`src/rtl/microcode_sequencer_if.sv`:
```
// microcode_sequencer_if: instruction/flag inputs and control-word outputs
// of the microcode sequencer. The master side (CPU datapath or bench)
// drives insn and flags. The slave side (sequencer) drives ctrl and step.
interface microcode_sequencer_if #(
    parameter int INSN_W = 8,
    parameter int STEPS  = 5
);
    localparam int SW = $clog2(STEPS);

    logic [INSN_W-1:0] insn;
    logic              carry_flag;
    logic              zero_flag;
    logic [15:0]       ctrl;
    logic [SW-1:0]     step;

    modport master (output insn, carry_flag, zero_flag, input ctrl, step);
    modport slave  (input insn, carry_flag, zero_flag, output ctrl, step);
endinterface

```
`src/rtl/microcode_sequencer.sv`:
```
// microcode_sequencer: falling-edge microcode sequencer for the 8-bit
// breadboard CPU. It drives one registered 16-bit control word per
// micro-step and can end an instruction early at its first empty execute step.
// Optional feature macro: MICROSEQ_COND_JUMP_EN enables the flag-conditional
// jumps (JC/JZ) and the flags-in strobe (fi) on ADD/SUB.
// ctrl bits [15:0] = hlt mi ri ro io ii ai ao eo su bi oi ce co j fi
module microcode_sequencer #(
    parameter int INSN_W    = 8,
    parameter int OPCODE_W  = 4,
    parameter int STEPS     = 5,
    parameter int EARLY_END = 1
) (
    input logic clk,
    input logic rst,
    microcode_sequencer_if.slave bus
);
    localparam int SW = $clog2(STEPS);

`ifdef MICROSEQ_COND_JUMP_EN
    localparam logic COND_EN = 1'b1;
`else
    localparam logic COND_EN = 1'b0;
`endif

    localparam logic [15:0] FI_BIT  = COND_EN ? 16'h0001 : 16'h0000;
    localparam logic [15:0] FETCH0  = 16'h4004;  // mi|co
    localparam logic [15:0] FETCH1  = 16'h1408;  // ro|ii|ce
    localparam logic [15:0] MI_IO   = 16'h4800;
    localparam logic [15:0] RO_AI   = 16'h1200;
    localparam logic [15:0] RO_BI   = 16'h1020;
    localparam logic [15:0] EO_AI   = 16'h0280;
    localparam logic [15:0] EO_SU   = 16'h02C0;
    localparam logic [15:0] AO_RI   = 16'h2100;
    localparam logic [15:0] IO_AI   = 16'h0A00;
    localparam logic [15:0] IO_J    = 16'h0802;
    localparam logic [15:0] AO_OI   = 16'h0110;
    localparam logic [15:0] HLT     = 16'h8000;

    localparam logic [SW-1:0] S0 = SW'(0);
    localparam logic [SW-1:0] S1 = SW'(1);
    localparam logic [SW-1:0] S2 = SW'(2);
    localparam logic [SW-1:0] S3 = SW'(3);
    localparam logic [SW-1:0] S4 = SW'(4);

    logic [SW-1:0]       step_q, step_nxt;
    logic [15:0]         ctrl_q, ctrl_nxt;
    logic [SW:0]         inc;
    logic [OPCODE_W-1:0] opc;
    logic [3:0]          op;
    logic                op_hi;
    logic                cf, zf;
    logic                unused_insn;

    assign opc = bus.insn[INSN_W-1 -: OPCODE_W];
    assign op  = opc[3:0];
    // low operand bits are carried in insn but never decoded here
    assign unused_insn = ^bus.insn;

    // opcodes wider than 4 bits with any upper bit set decode as NOP
    generate
        if (OPCODE_W > 4) begin : g_wide_op
            assign op_hi = |opc[OPCODE_W-1:4];
        end else begin : g_narrow_op
            assign op_hi = 1'b0;
        end
    endgenerate

`ifdef MICROSEQ_COND_JUMP_EN
    assign cf = bus.carry_flag;
    assign zf = bus.zero_flag;
`else
    logic unused_flags;
    assign cf = 1'b0;
    assign zf = 1'b0;
    assign unused_flags = bus.carry_flag ^ bus.zero_flag;
`endif

    // control word for micro-step k of opcode op under the given flags
    function automatic logic [15:0] decode(input logic [SW-1:0] k, input logic [3:0] o,
                                           input logic hi, input logic c, input logic z);
        logic [15:0] w;
        w = 16'h0000;
        if (k == S0)      w = FETCH0;
        else if (k == S1) w = FETCH1;
        else if (!hi) begin
            case (o)
                4'h1: if (k == S2) w = MI_IO; else if (k == S3) w = RO_AI;
                4'h2: if (k == S2) w = MI_IO; else if (k == S3) w = RO_BI;
                      else if (k == S4) w = EO_AI | FI_BIT;
                4'h3: if (k == S2) w = MI_IO; else if (k == S3) w = RO_BI;
                      else if (k == S4) w = EO_SU | FI_BIT;
                4'h4: if (k == S2) w = MI_IO; else if (k == S3) w = AO_RI;
                4'h5: if (k == S2) w = IO_AI;
                4'h6: if (k == S2) w = IO_J;
                4'h7: if (COND_EN && k == S2 && c) w = IO_J;
                4'h8: if (COND_EN && k == S2 && z) w = IO_J;
                4'hE: if (k == S2) w = AO_OI;
                4'hF: if (k == S2) w = HLT;
                default: w = 16'h0000;
            endcase
        end
        return w;
    endfunction

    // next step: wrap at STEPS, and optionally skip the empty tail of an instruction
    always_comb begin
        inc      = {1'b0, step_q} + (SW+1)'(1);
        step_nxt = inc[SW-1:0];
        if (inc == (SW+1)'(STEPS))
            step_nxt = '0;
        if (EARLY_END != 0 && step_nxt >= S2 &&
            decode(step_nxt, op, op_hi, cf, zf) == 16'h0000)
            step_nxt = '0;
    end

    // control word for the step being entered, from the current insn and flags
    always_comb begin
        ctrl_nxt = decode(step_nxt, op, op_hi, cf, zf);
    end

    // falling-edge state register; hlt in the current word freezes everything
    always_ff @(negedge clk or posedge rst) begin
        if (rst) begin
            step_q <= '0;
            ctrl_q <= FETCH0;
        end else if (!ctrl_q[15]) begin
            step_q <= step_nxt;
            ctrl_q <= ctrl_nxt;
        end
    end

    assign bus.step = step_q;
    assign bus.ctrl = ctrl_q;
endmodule

```
`src/flat_wrapper.sv`:
```
// flat-port wrapper written by rule: the top's interface ports become plain ports
module microcode_sequencer_flat 
#(
    parameter int INSN_W    = 8,
    parameter int OPCODE_W  = 4,
    parameter int STEPS     = 5,
    parameter int EARLY_END = 1
)
  (clk, rst, bus_insn, bus_carry_flag, bus_zero_flag, bus_ctrl, bus_step);
  microcode_sequencer_if #(.INSN_W(INSN_W), .STEPS(STEPS)) bus_i ();
  input logic clk;
  input logic rst;
  input wire logic [$bits(bus_i.insn)-1:0] bus_insn;
  input wire logic [$bits(bus_i.carry_flag)-1:0] bus_carry_flag;
  input wire logic [$bits(bus_i.zero_flag)-1:0] bus_zero_flag;
  output wire logic [$bits(bus_i.ctrl)-1:0] bus_ctrl;
  output wire logic [$bits(bus_i.step)-1:0] bus_step;
  assign bus_i.insn = bus_insn;
  assign bus_i.carry_flag = bus_carry_flag;
  assign bus_i.zero_flag = bus_zero_flag;
  assign bus_ctrl = bus_i.ctrl;
  assign bus_step = bus_i.step;
  microcode_sequencer #(.INSN_W(INSN_W), .OPCODE_W(OPCODE_W), .STEPS(STEPS), .EARLY_END(EARLY_END)) u_core (.clk(clk), .rst(rst), .bus(bus_i));
endmodule
```
`config.mk`:
```
export PLATFORM = sky130hd
export DESIGN_NAME = microcode_sequencer_flat
export DESIGN_NICKNAME = d
export VERILOG_FILES = /design/src/rtl/microcode_sequencer_if.sv /design/src/rtl/microcode_sequencer.sv /design/src/flat_wrapper.sv
export SDC_FILE = /design/constraint.sdc
export NUM_CORES = 1
export LEC_CHECK = 0
export CAP_MARGIN = 40
export CORE_MARGIN = 2
export CORE_UTILIZATION = 43
export CTS_BUF_LIST = sky130_fd_sc_hd__clkbuf_8
export CTS_CLUSTER_SIZE = 14
export DETAILED_ROUTE_END_ITERATION = 8
export HOLD_SLACK_MARGIN = 0.03
export PLACE_DENSITY = 0.87
export SLEW_MARGIN = 10
export SYNTH_ARGS = -nofsm -noshare
export SYNTH_HDL_FRONTEND = slang
export SYNTH_SLANG_ARGS = --single-unit
```
`constraint.sdc`:
```
create_clock -name clk -period 1.8 [get_ports clk]
set_input_delay 0.36 -clock clk [delete_from_list [all_inputs] [get_ports clk]]
set_output_delay 0.36 -clock clk [all_outputs]
set_load 0.05 [all_outputs]
```
==> results of run 1 <==
-- cells in the mapped netlist (3+ instances only) --
| library cell | number | share of area |
|---|---|---|
| nand2_1 | 13 | 0.048 |
| o21ai_0 | 5 | 0.025 |
| clkbuf_1 | 3 | 0.011 |
| o31ai_1 | 7 | 0.052 |
| buf_4 | 3 | 0.022 |
| ha_1 | 4 | 0.050 |
| dfrtn_1 | 15 | 0.37 |
| inv_1 | 10 | 0.037 |
| a21oi_1 | 4 | 0.020 |
| nor2_1 | 6 | 0.022 |
-- stage by stage --
stage | power, W | setup slack, ns | hold WS [ns] | area (um^2)
global route | 0.001051 | -0.7319 | 0.5333 | 2048
floorplan | 0.0004628 | -0.7395 | 0.5753 | 1023
detailed placement | 0.0005239 | -1.336 | 0.4984 | 1649
global placement | 0.0005191 | -1.224 | 0.4773 | 1649
finish | 0.001033 | -0.7307 | 0.5264 | 2048
CTS | 0.0009864 | -0.5841 | 0.5020 | 1973
-- where the power goes --
group          internal (W)  switching (W)
sequential         0.000387     0.00000411
combinational     0.0000792      0.0000859
clock              0.000304       0.000172
-- critical path, stage by stage --
cell and delay, ns:
buf_8 0.11, or2b_1 0.22, buf_6 0.13, o32a_1 0.25
nand3_4 0.12, buf_6 0.14, or3_4 0.37, o31ai_4 0.21
-- timing repair --
action | CTS | global route
setup endpoints to repair | 35 | 35
setup buffers | 17 | 4
pin swaps | 16 | 3
gates resized for setup | 52 | 9
hold buffers | 0 | 0
-- kinds of logic (layout without fill, tap and decap cells) --
| group | count (synthesis) | in the layout | share of synthesized area |
|---|---|---|---|
| AO/OA/AOI/OAI | 29 | 29 | 0.2248 |
| other | 1 | 1 | 0.003723 |
| AND/OR/NAND/NOR | 36 | 36 | 0.2000 |
| adder cells (fa/ha/maj) | 4 | 4 | 0.04969 |
| flip-flops | 17 | 17 | 0.4248 |
| buffers and inverters | 16 | 89 | 0.07081 |
| XOR/XNOR | 3 | 3 | 0.02609 |
-- path summary, 6_finish.rpt --
| kind | depth (start not counted) | start | to |
|---|---|---|---|
| worst max-delay path | 8 | bus_insn[5] | u_core.bus.ctrl[4] |
| worst min-delay path | 1 | u_core.bus.ctrl[7] | u_core.bus.ctrl[7] |
| worst max register to register | 9 | u_core.bus.step[1] | u_core.bus.ctrl[1] |
| worst min register to register | 1 | u_core.bus.ctrl[7] | u_core.bus.ctrl[7] |
| max in group asynchronous | 3 | rst | u_core.bus.ctrl[11] |
| min in group asynchronous | 2 | rst | u_core.bus.ctrl[12] |
-- metal layers --
metal  up-vias  global-route usage  part of all wire
li1        515                   -                 -
met1       614              0.4495              0.38
met2       103              0.6500              0.48
met3        33             0.08000             0.093
met4         0              0.1838             0.053
met5         -                   0                 0
-- area by class of cell --
class / count / area [um^2] / area share
timing repair buffer: 74 / 824.5 / 0.4026
multi-input combinational: 73 / 648.1 / 0.3164
sequential: 17 / 427.9 / 0.2089
clock buffer: 3 / 41.29 / 0.02016
clock inverter: 3 / 37.54 / 0.01833
tap: 28 / 35.03 / 0.01710
inverter: 9 / 33.78 / 0.01649
-- flip-flops by register name, summed over array words and instances (netlist names) --
name,cells
u_core.bus.ctrl,14
u_core.bus.step,3
==> flow_summary_export.csv, run 1 <==
group,metric,value,unit
routing,wire_per_inst,25.27,um
routing,drc,0,
synth,synth.distinct_cells,37,
cells_and_area,post-route-util,0.9259,
synth,async_flop_share,1.000,
synth,ys_ff_latch,17,
synth,syn_inst,106,
placed_design,dp_hpwl,2286,um
setup_path,worstPathArrival,1.91,ns
grt,antenna_found_initial,0,
floorplanning,core,2212,um^2
routing,drt-vias-per-instance,6.111,
synth,synth-edff-count,0,
clock_network,cts_root_buf,"clkbuf_8",
cells_and_area,fillers,74,
floorplanning,die-width,52.40,um
clock_network,clock_latency,0.34,ns
cells_and_area,mostFrequentLayoutCells,"buf_4 (45), buf_12 (18), dfrtn_1 (15)",
floorplanning,chipHeight,52.40,um
synth,yosysWarnings,0,
floorplanning,start_util,0.4553,
cells_and_area,layout_commonest_cell,"buf_4",
setup_path,cp.required,1.18,ns
sta,setup_viol,35,
clock_network,cts_buffer_depth,2,
placed_design,port_buffers,23,
sta,report.final.slew_viol_count,0,
placed_design,place_inst,181,
floorplanning,num_rows,17,
sta,hold_violations,0,
floorplanning,die-area,2745,um^2
power,p_per_area,504.1,nW/um^2
power,leakage,0.9739,nW
routing,vias,1265,
routing,drtPass1Iterations,4,
placed_design,gp_congestion,0.9238,
synth,ys_seq_area_frac,0.4248,
flow_run,max-cap-violations,0,
routing,antenna_left,0,
clock_network,clock_sinks,17,
grt,grt_pass1_wl,7182,um
setup_path,worstSetupPathType,"input pin to flip-flop",
routing,drtIter0Drc,72,
clock_network,path_clk_slew,0.05,ns
cells_and_area,nets,196,
synth,synth_ff_type,"dfrtn_1",
sta,setup_slack,-0.7307,ns
synth,syn_nets,122,
setup_path,r2r_slack,-0.45,ns
routing,routed_wl,5231,um
floorplanning,boundaryPins,31,
sta,rsz0062_at_grt,"yes",
clock_network,cts_buffers,3,
synth,synth.avg_cell_area,9.502,um^2
grt,grt_use_total,0.3807,
cells_and_area,syn_to_final_growth,103.4,%
grt,grt_pass1_vias,1291,
sta,setup_tns,-16.62,ns
sta,skew,0.06128,ns
power,ir_drop,0.7268,mV
cells_and_area,layout-drive-gt1-share,0.5978,
clock_network,htree_levels,1,
grt,overflow,0,
cells_and_area,instances_no_fill,207,
setup_path,crit_path_start_kind,"input pin",
synth,synth_area,1007,um^2
cells_and_area,diodes,0,
run_status,run_status,"finished with violations",
setup_path,critPathMaxFanout,5,
clock_network,cts_tree,"built",
run_status,violations,"setup timing",
setup_path,worstSetupEndpointType,"flip-flop",
worst_hold_path,holdCritPathClass,"flip-flop to flip-flop",
grt,grt_max_degree,26,
No activity file was read; power rests on OpenSTA's default activity.
==> inputs of run 2 (changes only) <==
--- a/config.mk
+++ b/config.mk
@@ -13,7 +13,7 @@
 export DETAILED_ROUTE_END_ITERATION = 8
 export HOLD_SLACK_MARGIN = 0.03
 export PLACE_DENSITY = 0.87
-export SLEW_MARGIN = 10
+export SLEW_MARGIN = 20
 export SYNTH_ARGS = -nofsm -noshare
 export SYNTH_HDL_FRONTEND = slang
 export SYNTH_SLANG_ARGS = --single-unit
==> results of run 2 <==
The final DEF is identical to that of run 1; final timing and power are the same.
